File: config.mk
export PLATFORM = sky130hd
export DESIGN_NAME = cook_stage_sequencer
export DESIGN_NICKNAME = d
export VERILOG_FILES = /design/src/rtl/cook_stage_sequencer_pkg.sv /design/src/rtl/cook_stage_sequencer_bcd_mmss_step.sv /design/src/rtl/cook_stage_sequencer.sv
export SDC_FILE = /design/constraint.sdc
export NUM_CORES = 1
export LEC_CHECK = 0
export BUFFER_PORTS_ARGS = -buffer_cell sky130_fd_sc_hd__buf_2
export CAP_MARGIN = 10
export CORE_MARGIN = 4
export CORE_UTILIZATION = 50
export CTS_CLUSTER_DIAMETER = 200
export DETAILED_ROUTE_END_ITERATION = 8
export PLACE_DENSITY = 0.7
export SLEW_MARGIN = 20
export SYNTH_ARGS = -nofsm -noshare
export SYNTH_HDL_FRONTEND = slang
export SYNTH_SLANG_ARGS = --single-unit
File: constraint.sdc
create_clock -name clk -period 5.5 [get_ports clk]
set_input_delay 0.275 -clock clk [delete_from_list [all_inputs] [get_ports clk]]
set_output_delay 0.275 -clock clk [all_outputs]
set_load 0.01 [all_outputs]
File: src/rtl/cook_stage_sequencer_pkg.sv
// cook_stage_sequencer_pkg -- shared state encoding and mm:ss constants for the cook stage sequencer.
// Revision 1.0
`default_nettype none

package cook_stage_sequencer_pkg;

  localparam int MMSS_W         = 16;
  localparam int NUM_STAGES_DEF = 4;
  localparam int ALARM_SEC_DEF  = 10;

  typedef enum logic [2:0] {
    ST_IDLE  = 3'd0,
    ST_LOAD  = 3'd1,
    ST_RUN   = 3'd2,
    ST_PAUSE = 3'd3,
    ST_ALARM = 3'd4
  } state_e;

endpackage

`default_nettype wire

File: src/rtl/cook_stage_sequencer_bcd_mmss_step.sv
// bcd_mmss_step -- BCD mm:ss field increment (00-59 wrap) and whole-value one-second decrement.
// Revision 1.0
`default_nettype none

module bcd_mmss_step
  import cook_stage_sequencer_pkg::*;
(
  input  logic [MMSS_W-1:0] mmss_i,
  output logic [7:0]        sec_inc_o,
  output logic [7:0]        min_inc_o,
  output logic [MMSS_W-1:0] dec_o
);

  function automatic logic [7:0] field_inc(input logic [7:0] f);
    if (f[3:0] == 4'd9)
      field_inc = (f[7:4] == 4'd5) ? 8'h00 : {f[7:4] + 4'd1, 4'd0};
    else
      field_inc = {f[7:4], f[3:0] + 4'd1};
  endfunction

  assign sec_inc_o = field_inc(mmss_i[7:0]);
  assign min_inc_o = field_inc(mmss_i[15:8]);

  // Saturates at 00:00; borrows ripple sec1 -> sec10 -> min1 -> min10.
  always_comb begin
    dec_o = mmss_i;
    if (mmss_i != '0) begin
      if (mmss_i[3:0] != 4'd0) begin
        dec_o[3:0] = mmss_i[3:0] - 4'd1;
      end else begin
        dec_o[3:0] = 4'd9;
        if (mmss_i[7:4] != 4'd0) begin
          dec_o[7:4] = mmss_i[7:4] - 4'd1;
        end else begin
          dec_o[7:4] = 4'd5;
          if (mmss_i[11:8] != 4'd0) begin
            dec_o[11:8] = mmss_i[11:8] - 4'd1;
          end else begin
            dec_o[11:8]  = 4'd9;
            dec_o[15:12] = mmss_i[15:12] - 4'd1;
          end
        end
      end
    end
  end

endmodule

`default_nettype wire

File: src/rtl/cook_stage_sequencer.sv
// cook_stage_sequencer -- programmable multi-stage cook timer controller driving an external BCD down counter.
// Revision 1.0
`default_nettype none

module cook_stage_sequencer
  import cook_stage_sequencer_pkg::*;
#(
  parameter int NUM_STAGES = NUM_STAGES_DEF,
  parameter int ALARM_SEC  = ALARM_SEC_DEF
) (
  input  logic              clk,
  input  logic              reset_n,
  input  logic [3:0]        btn_pe,
  input  logic              tick_sec,
  input  logic              timer_zero,
  output logic              load_en,
  output logic [MMSS_W-1:0] load_value,
  output logic              run_en,
  output logic [MMSS_W-1:0] disp_value,
  output logic [7:0]        led
);

  localparam int IDX_W  = (NUM_STAGES > 1) ? $clog2(NUM_STAGES) : 1;
  localparam int ACNT_W = $clog2(ALARM_SEC + 1);

  state_e              state_q, state_d;
  logic [MMSS_W-1:0]   stage_q [NUM_STAGES];
  logic [MMSS_W-1:0]   stage_d [NUM_STAGES];
  logic [IDX_W-1:0]    edit_q, edit_d, cur_q, cur_d;
  logic [ACNT_W-1:0]   acnt_q, acnt_d;
  logic [MMSS_W-1:0]   shadow_q, shadow_d;
  logic                first_q;
  logic                load_en_q, load_en_d, run_en_q, run_en_d;
  logic [MMSS_W-1:0]   load_value_q, load_value_d, disp_q, disp_d;
  logic [7:0]          led_q, led_d;

  logic [MMSS_W-1:0]   step_in, step_dec;
  logic [7:0]          step_sec_inc, step_min_inc;
  logic                start_found, adv_found;
  logic [IDX_W-1:0]    start_idx, adv_idx, led_idx;

  // Editing only happens in IDLE and the shadow only counts in RUN, so one stepper serves both.
  assign step_in = (state_q == ST_IDLE) ? stage_q[edit_q] : shadow_q;

  bcd_mmss_step u_step (
    .mmss_i    (step_in),
    .sec_inc_o (step_sec_inc),
    .min_inc_o (step_min_inc),
    .dec_o     (step_dec)
  );

  always_comb begin
    state_d     = state_q;
    stage_d     = stage_q;
    edit_d      = edit_q;
    cur_d       = cur_q;
    acnt_d      = acnt_q;
    shadow_d    = shadow_q;
    start_found = 1'b0;
    start_idx   = '0;
    adv_found   = 1'b0;
    adv_idx     = '0;

    if (state_q == ST_IDLE) begin
      if (btn_pe[1]) stage_d[edit_q][7:0]  = step_sec_inc;
      if (btn_pe[2]) stage_d[edit_q][15:8] = step_min_inc;
    end
    if (state_q == ST_RUN && tick_sec) shadow_d = step_dec;

    for (int i = 0; i < NUM_STAGES; i++) begin
      if (!start_found && stage_d[i] != '0) begin
        start_found = 1'b1;
        start_idx   = IDX_W'(i);
      end
      if (!adv_found && stage_d[i] != '0 && IDX_W'(i) > cur_q) begin
        adv_found = 1'b1;
        adv_idx   = IDX_W'(i);
      end
    end

    case (state_q)
      ST_IDLE: begin
        if (btn_pe[3]) edit_d = (edit_q == IDX_W'(NUM_STAGES - 1)) ? '0 : edit_q + 1'b1;
        if (btn_pe[0] && start_found) begin
          state_d = ST_LOAD;
          cur_d   = start_idx;
        end
      end
      ST_LOAD: state_d = ST_RUN;
      ST_RUN: begin
        if (btn_pe[3]) begin
          state_d = ST_IDLE;
        end else if (timer_zero && !first_q) begin
          if (adv_found) begin
            state_d = ST_LOAD;
            cur_d   = adv_idx;
          end else begin
            state_d = ST_ALARM;
          end
        end else if (btn_pe[0]) begin
          state_d = ST_PAUSE;
        end
      end
      ST_PAUSE: begin
        if (btn_pe[3])      state_d = ST_IDLE;
        else if (btn_pe[0]) state_d = ST_RUN;
      end
      ST_ALARM: begin
        if (|btn_pe) begin
          state_d = ST_IDLE;
        end else if (tick_sec) begin
          if (acnt_q == ACNT_W'(ALARM_SEC - 1)) state_d = ST_IDLE;
          else                                  acnt_d  = acnt_q + 1'b1;
        end
      end
      default: state_d = ST_IDLE;
    endcase

    if (state_d == ST_IDLE && state_q != ST_IDLE) begin
      edit_d = '0;
      cur_d  = '0;
    end
    if (state_d != ST_ALARM) acnt_d = '0;
    if (state_d == ST_LOAD) shadow_d = stage_d[cur_d];

    // Outputs are computed from next-state values so the registered copies line up with state_q.
    load_en_d    = (state_d == ST_LOAD);
    load_value_d = (state_d == ST_LOAD) ? stage_d[cur_d] : load_value_q;
    run_en_d     = (state_d == ST_RUN);
    case (state_d)
      ST_IDLE:           disp_d = stage_d[edit_d];
      ST_LOAD:           disp_d = stage_d[cur_d];
      ST_RUN, ST_PAUSE:  disp_d = shadow_d;
      default:           disp_d = '0;
    endcase
    led_idx = (state_d == ST_IDLE) ? edit_d : cur_d;
    led_d   = 8'h00;
    for (int i = 0; i < NUM_STAGES; i++) led_d[i] = (led_idx == IDX_W'(i));
    led_d[4] = (state_d == ST_RUN);
    led_d[5] = (state_d == ST_PAUSE);
    led_d[7] = (state_d == ST_ALARM);
  end

  always_ff @(posedge clk or negedge reset_n) begin
    if (!reset_n) begin
      state_q      <= ST_IDLE;
      for (int i = 0; i < NUM_STAGES; i++) stage_q[i] <= '0;
      edit_q       <= '0;
      cur_q        <= '0;
      acnt_q       <= '0;
      shadow_q     <= '0;
      first_q      <= 1'b0;
      load_en_q    <= 1'b0;
      load_value_q <= '0;
      run_en_q     <= 1'b0;
      disp_q       <= '0;
      led_q        <= 8'h01;
    end else begin
      state_q      <= state_d;
      stage_q      <= stage_d;
      edit_q       <= edit_d;
      cur_q        <= cur_d;
      acnt_q       <= acnt_d;
      shadow_q     <= shadow_d;
      first_q      <= (state_q == ST_LOAD);
      load_en_q    <= load_en_d;
      load_value_q <= load_value_d;
      run_en_q     <= run_en_d;
      disp_q       <= disp_d;
      led_q        <= led_d;
    end
  end

  assign load_en    = load_en_q;
  assign load_value = load_value_q;
  assign run_en     = run_en_q;
  assign disp_value = disp_q;
  assign led        = led_q;

endmodule

`default_nettype wire

==> flow_metrics.py <==
metrics = {
    "power": {
        "p_clk_share_pct": 13.8,
        "internal_power_uw": 4470,
        "p_per_area_nw_per_um2": 814,
        "peakVddDrop_uv": 412,
        "p_switching_uw": 4240,
        "cellLeakagePower_uw": 0.00486,
        "power_frac_comb_pct": 65.9,
        "seq_power_share_pct": 20.3,
        "switching_share_pct": 48.7,
    },
    "sta": {
        "finalSetupViolCount": 0,
        "fin_skew_ns": 0.0112,
        "period_needed_ns": 5.27,
        "fin_setup_tns_ns": 0,
        "worst_pin_slew_ns": 0.918,
        "maxSlewViolCount": 0,
        "relSlewSlack_pct": 37.8,
        "fin_crit_sh_pct": 95.8,
        "hold_viol_final": 0,
        "max_freq_ghz": 0.190,
    },
    "critical_path": {
        "critical_path_class": "reg2reg",
        "slowest_stage": "dfrtp_1",
        "crit_fanout": 9,
        "crit_buf_inv": 5,
        "path_cells": "nor3_4, buf_12, buf_4, mux2i_1, buf_4, ha_1, inv_1, nand2_1, a311o_1, nor4_1, nand4b_1, or3_1, o21a_2, nor3_4, a21oi_2, nand2b_1, buf_4, o32ai_2, o32ai_1",
        "cp_slowest_stage_delay_ns": 0.49,
        "cp_top_family": "simple AND/OR/NAND/NOR gates",
        "crit_arrival_ns": 5.56,
        "cp-start-kind": "flip-flop",
        "critPathRequiredTime_ns": 5.79,
        "path_common_cell": "buf_4",
        "end_kind": "flip-flop",
    },
    "final_layout": {
        "nets": 1086,
        "n_fill_cell": 1526,
        "drive_gt1_share_pct": 24.3,
        "diodes": 0,
        "area_growth_syn_to_layout_pct": 18.3,
        "final_util_pct": 61.0,
    },
    "global_route": {
        "grt_pass1_wl_mm": 49.5,
        "grt_max_degree": 75,
        "grt_use_total_pct": 32.3,
        "overflow": 0,
        "antenna_found_initial": 1,
        "grt_pass1_vias": 8209,
    },
    "floorplanning": {
        "io_pins": 50,
        "core_area_sq_um": 17500,
        "dieArea_sq_um": 20300,
        "die_w_um": 142,
        "initial_core_util_pct": 51.6,
        "die_y_um": 142,
        "core.rowCount": 48,
    },
    "synthesis": {
        "ys.flop_type": "dfrtp_1",
        "yosysWarnings": 0,
        "yosysSeqAreaShare_pct": 36.5,
        "netlist.area_leader.share_pct": 36.3,
        "async_reset_ff_share_pct": 100,
        "synth-seq-cells": 132,
        "synth.distinct_cells": 99,
        "yosys.area.top_type": "dfrtp_1",
        "synth_edf_count": 0,
        "synth_area_per_cell_sq_um": 9.47,
        "yosys-top-cells-area": "dfrtp_1 36%, mux2i_1 10%, mux4_2 4.7%",
        "syn_inst": 955,
        "synth.cell_area_sq_um": 9040,
        "synth_nets": 978,
    },
    "drt": {
        "dr.first_iter.drc_count": 1027,
        "first_pass_iters": 5,
        "vias": 8476,
        "route.detailed.drc": 0,
        "wire_per_inst_um": 24.8,
        "vias_per_cell": 6.51,
        "wl_mm": 32.3,
        "ant_nets": 0,
    },
    "clock_tree": {
        "clk_pin_slew_worst_paths_ns": 0.06,
        "cts_buffers": 17,
        "clock_latency_ns": 0.42,
        "htreeDepth": 4,
        "clockRootBuffer": "clkbuf_16",
        "cts_sinks": 132,
        "clockBufferDepth": 2,
        "cts_tree": "yes",
    },
    "outcome": {
        "status": "completed",
    },
    "placed_design": {
        "routabilityCongestion": 1.00,
        "portBuffers": 48,
        "dp_hpwl_mm": 24.0,
    },
    "run": {
        "max_cap_violations": 0,
    },
    "hold_path": {
        "min_path_type": "in2reg",
    },
}
-- cells in the mapped netlist (5+ instances only) --
cell type	instances
o22ai_1	9
mux2i_1	90
o32ai_1	7
xnor2_1	16
inv_2	5
and2_1	14
a211oi_1	9
dfrtp_1	131
o31ai_1	7
mux2_4	5
clkbuf_1	15
a31oi_1	19
o21a_1	8
inv_1	43
mux4_2	19
mux2_2	8
buf_2	18
buf_4	12
a21o_1	9
nor2_1	101
and3_1	16
o211ai_1	7
a32oi_1	5
nand2_1	101
nand2b_1	11
nor2b_1	5
nand4_1	8
nor3_1	11
or3_1	9
ha_1	15
o21ai_0	27
nor4_1	7
a21oi_1	43
nand3_1	25
nand3b_1	5
-- cells in the final DEF (no fill, tap or decap), types with 6 or more instances in the layout --
master / n
a211oi_1: 9
a21o_1: 9
a21oi_1: 41
a31oi_1: 19
and2_1: 14
and3_1: 15
buf_2: 47
buf_4: 89
clkbuf_16: 17
dfrtp_1: 130
ha_1: 15
inv_1: 43
mux2_2: 8
mux2i_1: 88
mux2i_2: 6
mux4_2: 19
nand2_1: 101
nand2b_1: 11
nand3_1: 25
nand4_1: 8
nor2_1: 101
nor3_1: 11
nor4_1: 6
o211ai_1: 7
o21a_1: 8
o21ai_0: 26
o22ai_1: 9
o31ai_1: 7
or3_1: 8
xnor2_1: 16
-- power groups by stage --
stage	logic (uW)	clock network, uW	registers [uW]
2_1_floorplan	3550	0	1710
3_3_place_gp	5440	0	1760
3_5_place_dp	5450	0	1760
4_1_cts	5510	1220	1750
5_1_grt	6120	1260	1800
6_report	5740	1210	1770
-- kinds of logic after synthesis --
family / after synthesis / synth area share, %
compound gates: 218 / 17.5
xor+xnor: 17 / 1.65
buf+inv: 102 / 5.70
fa+ha+maj: 15 / 2.08
flops: 132 / 36.5
mux: 128 / 17.6
other cells: 1 / 0.0415
simple gates: 342 / 18.9
-- final timing paths --
check | slack [ns] | endpoint | cells after the start | startpoint
min reg2reg | 0.47 | load_value[3] | 1 | load_value[3]
max | 0.23 | disp_value[12] | 19 | state_q[2]
min in group asynchronous | 0.46 | disp_value[2] | 2 | reset_n
min | 0.36 | acnt_q[3] | 5 | tick_sec
max in group asynchronous | 3.76 | edit_q[0] | 3 | reset_n
max reg2reg | 0.23 | disp_value[12] | 19 | state_q[2]
-- layout make-up --
cell class / instances / area, sq um / share of cell area (%)
Multi-Input combinational cell: 721 / 5310 / 49.6
Sequential cell: 132 / 3310 / 30.9
Timing Repair Buffer: 142 / 1000 / 9.34
Clock buffer: 18 / 439 / 4.11
Tap cell: 225 / 282 / 2.63
Inverter: 49 / 189 / 1.77
Clock inverter: 14 / 176 / 1.65
-- state kept, by name, summed over array words and instances, names as in the netlist --
| signal | count |
|---|---|
| disp_value | 16 |
| load_en | 1 |
| led | 7 |
| edit_q | 2 |
| cur_q | 2 |
| shadow_q | 16 |
| acnt_q | 4 |
| stage_q | 64 |
| first_q | 1 |
| state_q | 3 |
| load_value | 16 |
-- through the flow --
stage	worst slack [ns]	hold WS, ns	power [uW]	std cells	instance area [sq um]
floorplan	0.0937	-0.0206	5260	955	9040
global placement	-0.0174	0.348	7190	1264	9940
detailed placement	-0.0405	0.352	7200	1264	9940
CTS	0.0667	0.343	8470	1297	10600
global route	-0.00206	0.360	9180	1301	10700
finish	0.229	0.363	8710	1301	10700
-- per-layer routing --
metal  up-vias  share of wire (%)  GRT usage (%)
met1      4141                 42           45.0
met4         2                4.7           14.1
met3       117                 10           9.11
li1       3709                  -              -
met2       507                 43           47.3
met5         -              0.040              0
-- tightest hold or removal path, delay by kind of cell --
kind	cells	cell delay, ns
xor+xnor	1	0.12
buf+inv	1	0.12
simple gates	3	0.23
-- what timing repair did --
action                                  4_1_cts  5_1_grt
setup buffers                                 0        4
gates cloned                                  0        0
endpoints found under the setup margin        6       52
hold endpoints to repair                     72        0
hold buffers                                  1        0
pin swaps                                     0        4
gates resized for setup                       2       17
Power figures use the tool's default switching activity.
